### src/rtl/sg1_uart_pkg.sv
// Shared UART definitions for the receiver and the future transmitter.
package sg1_uart_pkg;

  typedef enum logic [2:0] {
    S_IDLE,
    S_START,
    S_DATA,
    S_PARITY,
    S_STOP,
    S_BREAK
  } uart_state_e;

  localparam int UART_DBITS   = 8;
  localparam int BAUD_DIV_DEF = 868;

endpackage

### src/rtl/sync2.sv
// Two-flop synchroniser for a single asynchronous bit with selectable reset value.
module sync2 #(
  parameter logic RST_VAL = 1'b1
) (
  input  logic clk_sys,
  input  logic rst_n,
  input  logic d,
  output logic q
);

  logic meta;

  always_ff @(posedge clk_sys or negedge rst_n) begin
    if (!rst_n) begin
      meta <= RST_VAL;
      q    <= RST_VAL;
    end else begin
      meta <= d;
      q    <= meta;
    end
  end

endmodule

### src/rtl/rs232_rx.sv
// UART receiver: start, 8 data bits MSB first, XOR parity, one stop bit.
//   state    | meaning
//   S_IDLE   | line idle, waiting for a falling edge
//   S_START  | timing to mid start bit, rejects glitches
//   S_DATA   | sampling the 8 data bits
//   S_PARITY | sampling the parity bit
//   S_STOP   | sampling the stop bit, delivers the byte
//   S_BREAK  | stop was low, waiting for the line to return high
module rs232_rx
  import sg1_uart_pkg::*;
#(
  parameter int BAUD_DIV = BAUD_DIV_DEF,
  parameter int HALF_DIV = BAUD_DIV / 2
) (
  input  logic       clk_sys,
  input  logic       rst_n,
  input  logic       uart_rx,
  output logic [7:0] rx_data,
  output logic       rx_vld,
  output logic       rx_perr,
  output logic       rx_ferr,
  output logic       rx_busy
);

  localparam int BW = $clog2(BAUD_DIV);
  localparam int CW = $clog2(UART_DBITS);

  uart_state_e state, state_nxt;
  logic [BW-1:0] baud_cnt, baud_nxt;
  logic [CW-1:0] bit_cnt, bit_nxt;
  logic [UART_DBITS-1:0] shift_reg, shift_nxt, data_nxt;
  logic par_err, par_err_nxt, perr_nxt, ferr_nxt, vld_nxt;
  logic rx_sync, rx_prev, fall, expire;

  sync2 #(.RST_VAL(1'b1)) u_sync (
    .clk_sys (clk_sys),
    .rst_n   (rst_n),
    .d       (uart_rx),
    .q       (rx_sync)
  );

  always_ff @(posedge clk_sys or negedge rst_n) begin
    if (!rst_n) rx_prev <= 1'b1;
    else        rx_prev <= rx_sync;
  end

  assign fall    = rx_prev & ~rx_sync;
  assign expire  = (baud_cnt == '0);
  assign rx_busy = (state != S_IDLE);

  always_ff @(posedge clk_sys or negedge rst_n) begin
    if (!rst_n) begin
      state     <= S_IDLE;
      baud_cnt  <= '0;
      bit_cnt   <= '0;
      shift_reg <= '0;
      par_err   <= 1'b0;
      rx_data   <= '0;
      rx_perr   <= 1'b0;
      rx_ferr   <= 1'b0;
      rx_vld    <= 1'b0;
    end else begin
      state     <= state_nxt;
      baud_cnt  <= baud_nxt;
      bit_cnt   <= bit_nxt;
      shift_reg <= shift_nxt;
      par_err   <= par_err_nxt;
      rx_data   <= data_nxt;
      rx_perr   <= perr_nxt;
      rx_ferr   <= ferr_nxt;
      rx_vld    <= vld_nxt;
    end
  end

  always_comb begin
    state_nxt   = state;
    baud_nxt    = baud_cnt;
    bit_nxt     = bit_cnt;
    shift_nxt   = shift_reg;
    par_err_nxt = par_err;
    data_nxt    = rx_data;
    perr_nxt    = rx_perr;
    ferr_nxt    = rx_ferr;
    vld_nxt     = 1'b0;
    case (state)
      S_IDLE: begin
        if (fall) begin
          baud_nxt  = BW'(HALF_DIV - 1);
          state_nxt = S_START;
        end
      end
      S_START: begin
        if (!expire) begin
          baud_nxt = baud_cnt - BW'(1);
        end else if (!rx_sync) begin
          baud_nxt  = BW'(BAUD_DIV - 1);
          bit_nxt   = '0;
          state_nxt = S_DATA;
        end else begin
          state_nxt = S_IDLE;
        end
      end
      S_DATA: begin
        if (!expire) begin
          baud_nxt = baud_cnt - BW'(1);
        end else begin
          shift_nxt = {shift_reg[UART_DBITS-2:0], rx_sync};
          baud_nxt  = BW'(BAUD_DIV - 1);
          if (bit_cnt == CW'(UART_DBITS - 1)) state_nxt = S_PARITY;
          else                                bit_nxt   = bit_cnt + CW'(1);
        end
      end
      S_PARITY: begin
        if (!expire) begin
          baud_nxt = baud_cnt - BW'(1);
        end else begin
          par_err_nxt = rx_sync ^ (^shift_reg);
          baud_nxt    = BW'(BAUD_DIV - 1);
          state_nxt   = S_STOP;
        end
      end
      S_STOP: begin
        if (!expire) begin
          baud_nxt = baud_cnt - BW'(1);
        end else begin
          data_nxt  = shift_reg;
          perr_nxt  = par_err;
          ferr_nxt  = ~rx_sync;
          vld_nxt   = 1'b1;
          state_nxt = rx_sync ? S_IDLE : S_BREAK;
        end
      end
      S_BREAK: begin
        if (rx_sync) state_nxt = S_IDLE;
      end
      default: state_nxt = S_IDLE;
    endcase
  end

endmodule

### config.mk
export PLATFORM = sky130hd
export DESIGN_NAME = rs232_rx
export DESIGN_NICKNAME = d
export VERILOG_FILES = /design/src/rtl/sg1_uart_pkg.sv /design/src/rtl/sync2.sv /design/src/rtl/rs232_rx.sv
export SDC_FILE = /design/constraint.sdc
export NUM_CORES = 1
export LEC_CHECK = 0
export CAP_MARGIN = 20
export CORE_AREA = 2 2 71 73
export CTS_BUF_LIST = sky130_fd_sc_hd__clkbuf_8 sky130_fd_sc_hd__clkbuf_16
export DETAILED_ROUTE_END_ITERATION = 8
export DIE_AREA = 0 0 73 75
export SLEW_MARGIN = 0
export SYNTH_ARGS = -nofsm -noshare
export SYNTH_HDL_FRONTEND = slang
export SYNTH_HIERARCHICAL = 1
export SYNTH_SLANG_ARGS = --single-unit
### constraint.sdc
create_clock -name clk_sys -period 5 [get_ports clk_sys]
set_clock_uncertainty 0.1 [all_clocks]
set_input_delay 1 -clock clk_sys [delete_from_list [all_inputs] [get_ports clk_sys]]
set_output_delay 1 -clock clk_sys [all_outputs]
set_load 0.01 [all_outputs]
# Word level (Yosys, flattened, before mapping)
# Index checks and enable logic that the tools add are counted.
# op_classes
addsub,2
multipliers,0
div,0
n_lt_le_gt_ge,0
n_eq_ne,17
shift,0
n_mux,23
n_bitwise,3
reduce_logical,13
# ops
cell,count
$mux W10,5
$pmux W10 S4,1
$mux W3,12
$ne A2 B2 Y1 const B,9
$pmux W3 S6,1
$logic_not A10 Y1,1
$sub A10 B1 Y10 const B,1
$eq A3 B3 Y1 const B,3
$reduce_xor A8 Y1,1
$reduce_and A7 Y1,1
$eq A3 B2 Y1 const B,2
$pmux W3 S2,1
$reduce_and A2 Y1,3
$reduce_and A5 Y1,1
$reduce_and A4 Y1,1
$reduce_bool A4 Y1,1
$add A3 B1 Y3 const B,1
$eq A3 B1 Y1 const B,1
$logic_not A3 Y1,1
$ne A3 B3 Y1 const B,1
$reduce_bool A3 Y1,1
$mux W1,2
$mux W2,1
$ne A2 B1 Y1 const B,1
5 further kinds,5
# word_totals
regBits,39
latch_bits,0
mem_bits_rw,0
romBits,0
elab_cells,70
mem_count,0

# Longest topological paths before layout
# Gate-level depths: netlist of the first run.
# logic_depth
word_depth,4
mapped_depth,8

# Hierarchy
# The synthesis of the first run kept the hierarchy.
# by_module_without_submodules
mod,n_inst,cells_each,area_per_inst_um2,seq_area_each_um2
rs232_rx,1,177,1998.2,927.1
sync2,1,2,52.6,52.6

# Worst setup path after synthesis of the first run
# Ideal clock, no wire load.
# synth_timing
kind,reg-to-reg
startpoint,register baud_cnt[0]
endpoint,register baud_cnt[1]
setup_ns,0.125
t_arrival_ns,1.808
t_required_ns,4.775
path_slack_ns,2.968
stages_incl_launch_ff,9
n_path_buf,2
synth_period_minus_slack_ns,2.032
cell_sequence,dfrtp_1 > inv_1 > ha_1 > nor4b_2 > and3_1 > buf_4 > a21o_2 > buf_6 > mux2_2
# synth_via
elab_chain_cells,3
# synth_lines
item,line_no,rtl
from (decl),rs232_rx.sv:29,"logic [BW-1:0] baud_cnt, baud_nxt;"
from (signal assigned),rs232_rx.sv:64,baud_cnt <= baud_nxt;
$sub A10 B1 Y10 / $logic_not A10 Y1 (equally long branches),n/a,
"$mux W10, or another cell as far along",rs232_rx.sv:123,if (!expire) begin
$pmux W10 S4 / $reduce_and A4 Y1 (equally long branches),n/a,
# Parallel ways exist; a longest one is shown, timed or not. The select of a mux whose other input is x is not followed.
# A chain may end at the register's enable or synchronous reset.

# Worst setup path after layout of the first run
# layout_timing
startpoint,register state[0]
endpoint,output rx_busy
# layout_via
elab_chain_cells,1
# layout_lines
item,line_no,rtl
from (decl),rs232_rx.sv:28,"uart_state_e state, state_nxt;"
from (signal assigned),rs232_rx.sv:63,state <= state_nxt;
$reduce_bool A3 Y1,rs232_rx.sv:49,assign rx_busy = (state != S_IDLE);
to (decl),rs232_rx.sv:22,output logic rx_busy
# Every way passes these cells.

==> results.yml, run 1 <==
outcome:
  status: "finished clean"
cells_and_area:
  utilization_pct: 48.9
  fillers: 422
  diodes: 0
  area_growth_pct: 11.2
  drive_above_1_share_pct: 24.5
  final_area_um2: 2280
  largest_reg_flops: 10
  fin_nets: 198
critical_path:
  crit_fanout: 16
  critical_path_class: "reg -> out"
  required_ps: 3900
  crit_family: "flip-flops"
  max_stage_delay_ps: 550
  worst_setup_path_end_kind: "primary output"
  crit_buf_inv: 2
  critPathArrivalTime_ps: 1830
  crit_chain: "nor3_1 -> inv_1 -> clkdlybuf4s50_1"
  startpoint_type: "flip-flop"
  worst_path_max_delay_cell: "dfrtp_1"
yosys:
  synth_edf_count: 0
  yosysWarnings: 6
  synth_cells: 179
  yosysMostFrequentCell: "dfrtp_1"
  synth_area_leaders: "dfrtp_1, mux2_2, dfstp_2"
  synth_seq_cells: 39
  yosysSeqAreaShare_pct: 47.8
  synth_top_cell_by_area: "dfrtp_1"
  syn_avg_cell_area_um2: 11.5
  synthArstFlopShare_pct: 100
  synthTopCellsByCount: "dfrtp_1, mux2_2, inv_1"
  synth_top_area_share_pct: 43.9
  syn_nets: 186
  ys.flop_type: "dfrtp_1"
  synth_area_um2: 2050
  synth.distinct_cells: 50
cts:
  cts_tree: "built"
  cts.sink_count: 39
  cts_hold_buffers: 0
  cts.repair.resized: 0
  clkTransAtPathRegs_ps: 80
  cts_setup_buffers: 0
  clk_path_buf_depth: 2
  cts.htree.levels: 2
  cts_buffers: 5
  clk_latency_ps: 280
  root_buffer: "clkbuf_8"
routing:
  drt_pass1_iterations: 4
  num_vias: 1445
  wirelength_mm: 3.97
  drtIter0Drc: 178
  route.met3.wl_um: 187
  final_antenna_net_count: 0
  drt-wirelength-per-cell_um: 16.1
  wl_met1_mm: 1.80
  drc_errors: 0
  routed.top_layer: "met4"
  wl_met2_mm: 1.95
  viasPerCell: 5.87
power_and_ir_drop:
  seq_power_share_pct: 50.4
  leakage_nw: 1.02
  p_sw_share_pct: 33.2
  internal-power_uw: 558
  power_density_nw_per_um2: 366
  pwr-share-clk_pct: 26.2
  power.total_uw: 835
  power_switching_uw: 277
  irDropWorstVdd_v: 0.000214
  power_frac_comb_pct: 23.4
floorplanning:
  pin_count: 15
  die_area_um2: 5480
  die_w_um: 73
  die_h_um: 75
  core_area_um2: 4660
  row_count: 25
  initial_core_util_pct: 44.0
sta:
  period_needed_ps: 2930
  slew-limit-headroom_pct: 41.4
  fmax_ghz: 0.342
  hold_viol: 0
  finalSetupViolations: 0
  slew_violations: 0
  setup_tns_ps: 0
  fin_crit_sh_pct: 58.6
  worst_pin_slew_ps: 867
  grt_setup_unrepaired: "false"
place:
  dp_hpwl_mm: 2.71
  io_buffers: 14
  gp_congestion: 0.993
  dpl-instance-area_um2: 2180
global_route:
  grt_pass1_wl_mm: 6.72
  antenna_found_initial: 0
  globalRouteTotalUtil_pct: 16.0
  grt_max_degree: 40
  grt_overflow_total: 0
  grt_pass1_vias: 1375
worst_hold_path:
  min_path_type: "reg -> reg"
run:
  maxCapViolCount: 0
path summary, 6_finish.rpt:
path,start,to,slack (ps),cells past startpoint
worst min register to register,u_sync/meta,u_sync/q,260,0
worst min-delay path,u_sync/meta,u_sync/q,260,0
worst max-delay path,state[0],rx_busy,2070,3
max in group asynchronous,rst_n,baud_cnt[2],3530,1
worst max register to register,baud_cnt[0],baud_cnt[1],2440,6
min in group asynchronous,rst_n,state[1],720,1
logic make-up (layout without fill, tap and decap cells):
group | Yosys count | in the layout | share of synthesized area, %
simple gates | 46 | 46 | 14.9
fa+ha+maj | 4 | 4 | 2.44
buf+inv | 23 | 36 | 5.92
xor+xnor | 8 | 8 | 4.09
compound gates | 38 | 38 | 13.5
flops | 39 | 39 | 47.8
mux | 21 | 21 | 11.4
metal layers:
layer  track usage, %  vias to the layer above
li1                 -                      685
met4             4.73                        0
met5                0                        -
met1             21.2                      705
met2             26.2                       51
met3             4.02                        4
metrics by stage:
| step | worst slack (ps) | hold WS, ps | cells |
|---|---|---|---|
| 5_1_grt | 1950 | 265 | 246 |
| 4_1_cts | 2090 | 258 | 246 |
| 2_1_floorplan | 2970 | 245 | 179 |
| 3_3_place_gp | 2460 | 247 | 238 |
| 6_report | 2070 | 257 | 246 |
| 3_5_place_dp | 2410 | 247 | 238 |
power groups by stage:
stage	clock, mW	combinational, mW	sequential, mW
2_1_floorplan	0	0.156	0.405
3_3_place_gp	0	0.182	0.421
3_5_place_dp	0	0.194	0.425
4_1_cts	0.227	0.194	0.419
5_1_grt	0.241	0.218	0.429
6_report	0.219	0.195	0.421
placed cells by master (no fill, tap or decap), types with 3 or more instances in the layout:
master / netlist / routed
nand3_1: 4 / 4
o31ai_1: 4 / 4
ha_1: 4 / 4
nor4_1: 3 / 3
a211oi_1: 4 / 4
clkdlybuf4s50_1: 0 / 13
clkbuf_8: 0 / 6
dfstp_2: 3 / 3
a21oi_1: 6 / 6
or3b_2: 3 / 3
xnor2_1: 6 / 6
inv_1: 14 / 15
nand2_1: 5 / 5
o21ai_0: 6 / 6
nor3_1: 5 / 5
nor2_1: 4 / 4
nand4_1: 3 / 3
dfrtp_1: 36 / 36
o32ai_1: 3 / 3
mux2_2: 19 / 19
layout make-up:
| cell class | instances | area [um^2] | share of cell area [%] |
|---|---|---|---|
| Sequential cell | 39 | 980 | 43.0 |
| Multi-Input combinational cell | 117 | 950 | 41.7 |
| Timing Repair Buffer | 14 | 135 | 5.93 |
| Clock buffer | 6 | 82.6 | 3.62 |
| Tap cell | 54 | 67.6 | 2.96 |
| Inverter | 14 | 52.6 | 2.31 |
| Clock inverter | 2 | 12.5 | 0.549 |
Note: power is estimated with default switching activity, not from simulation.
==> run 2: changes to the inputs <==
Clock period 5 ns to 2.9 ns, I/O delays scaled along.
==> results.yml, run 2 (synthesis gave the netlist of run 1 again) <==
outcome:
  status: "finished clean"
sta:
  fin_crit_sh_pct: 85.2
  grt_setup_unrepaired: "false"
  setup_tns_ps: 0
  slew_violations: 0
  period_needed_ps: 2470
  worst_pin_slew_ps: 856
  slew-limit-headroom_pct: 42.9
  hold_viol: 0
  finalSetupViolations: 0
  fmax_ghz: 0.405
  holdWs_ps: 267
floorplanning:
  pin_count: 15
  die_w_um: 73
  core_area_um2: 4660
  row_count: 25
  die_area_um2: 5480
  initial_core_util_pct: 44.0
  die_h_um: 75
place:
  io_buffers: 14
  dp_hpwl_mm: 2.82
  gp_congestion: 0.917
power_and_ir_drop:
  irDropWorstVdd_v: 0.000293
  leakage_nw: 1.06
  power_density_nw_per_um2: 663
routing:
  viasPerCell: 5.69
  num_vias: 1433
  drt_pass1_iterations: 4
  drtIter0Drc: 123
  wirelength_mm: 4.06
  final_antenna_net_count: 0
  drt-wirelength-per-cell_um: 16.1
  drc_errors: 0
critical_path:
  worst_path_max_delay_cell: "dfrtp_1"
  critical_path_class: "reg -> out"
  crit_family: "buffers and inverters"
  critPathArrivalTime_ps: 1790
  crit_fanout: 16
  crit_chain: "nor3_1 -> inv_1 -> clkdlybuf4s50_1"
  startpoint_type: "flip-flop"
  max_stage_delay_ps: 560
  crit_buf_inv: 2
  required_ps: 2220
  worst_setup_path_end_kind: "primary output"
cells_and_area:
  mostFrequentLayoutCells: "dfrtp_1, mux2_2, inv_1"
  area_growth_pct: 14.6
  diodes: 0
  drive_above_1_share_pct: 27.3
  final_common_cell: "dfrtp_1"
  largest_reg_flops: 10
  fin_nets: 204
  fillers: 412
cts:
  cts.repair.resized: 0
  cts.sink_count: 39
  clk_path_buf_depth: 2
  clkTransAtPathRegs_ps: 80
  cts.htree.levels: 2
  clk_latency_ps: 290
  cts_buffers: 5
  cts_tree: "built"
  cts_hold_buffers: 0
  cts_setup_buffers: 0
  root_buffer: "clkbuf_8"
worst_hold_path:
  min_path_type: "reg -> reg"
run:
  maxCapViolCount: 0
global_route:
  grt_overflow_total: 0
  antenna_found_initial: 0
  grt_pass1_wl_mm: 7.25
  globalRouteTotalUtil_pct: 17.3
  grt_pass1_vias: 1492
  grt_max_degree: 40
-- run 2: worst paths after layout --
path	startpoint	to	slack, ps	depth (start not counted)
min	u_sync/meta	u_sync/q	270	0
min reg2reg	u_sync/meta	u_sync/q	270	0
max	state[1]	rx_busy	430	3
max in group asynchronous	rst_n	rx_perr	1870	1
max reg2reg	baud_cnt[0]	baud_cnt[1]	430	6
min in group asynchronous	rst_n	baud_cnt[1]	300	1
-- run 2: layout make-up --
cell class                 count  area (um^2)  share of cell area [%]
tap                           54         67.6                    2.87
sequential                    39          980                    41.7
timing repair buffer          20          180                    7.66
clock buffer                   6         82.6                    3.51
clock inverter                 2         38.8                    1.65
multi-input combinational    117          950                    40.4
inverter                      14         52.6                    2.24
-- run 2: worst reg2reg max path, cell delays in order, from the launching register on --
cell and delay, ps:
dfrtp_1 420, inv_1 90, ha_1 140, nor4b_2 430, and3_1 500, a21o_2 310, mux2_2 360
-- run 2: routing by layer --
| layer | GRT usage, % | part of all wire [%] |
|---|---|---|
| met1 | 22.3 | 46 |
| met3 | 5.49 | 4.2 |
| met5 | 0 | 0 |
| met2 | 27.8 | 49 |
| met4 | 5.35 | 1.5 |
-- run 2: power breakdown --
| group | total, mW | internal [mW] | leakage (nW) | switching, mW |
|---|---|---|---|---|
| registers | 0.729 | 0.621 | 0.507 | 0.108 |
| clock network | 0.480 | 0.283 | 0.0618 | 0.197 |
| logic | 0.348 | 0.161 | 0.493 | 0.187 |
| total | 1.56 | 1.07 | 1.06 | 0.492 |
-- run 2: through the flow --
stage | worst slack (ps) | cell area (um^2) | util, % | power (mW) | std cells
CTS | 423 | 2350 | 50.4 | 1.57 | 252
global placement | 578 | 2230 | 47.8 | 1.07 | 244
detailed placement | 484 | 2230 | 47.8 | 1.08 | 244
floorplan | 868 | 2050 | - | 0.969 | 179
global route | 223 | 2350 | 50.4 | 1.66 | 252
finish | 429 | 2350 | 50.4 | 1.56 | 252
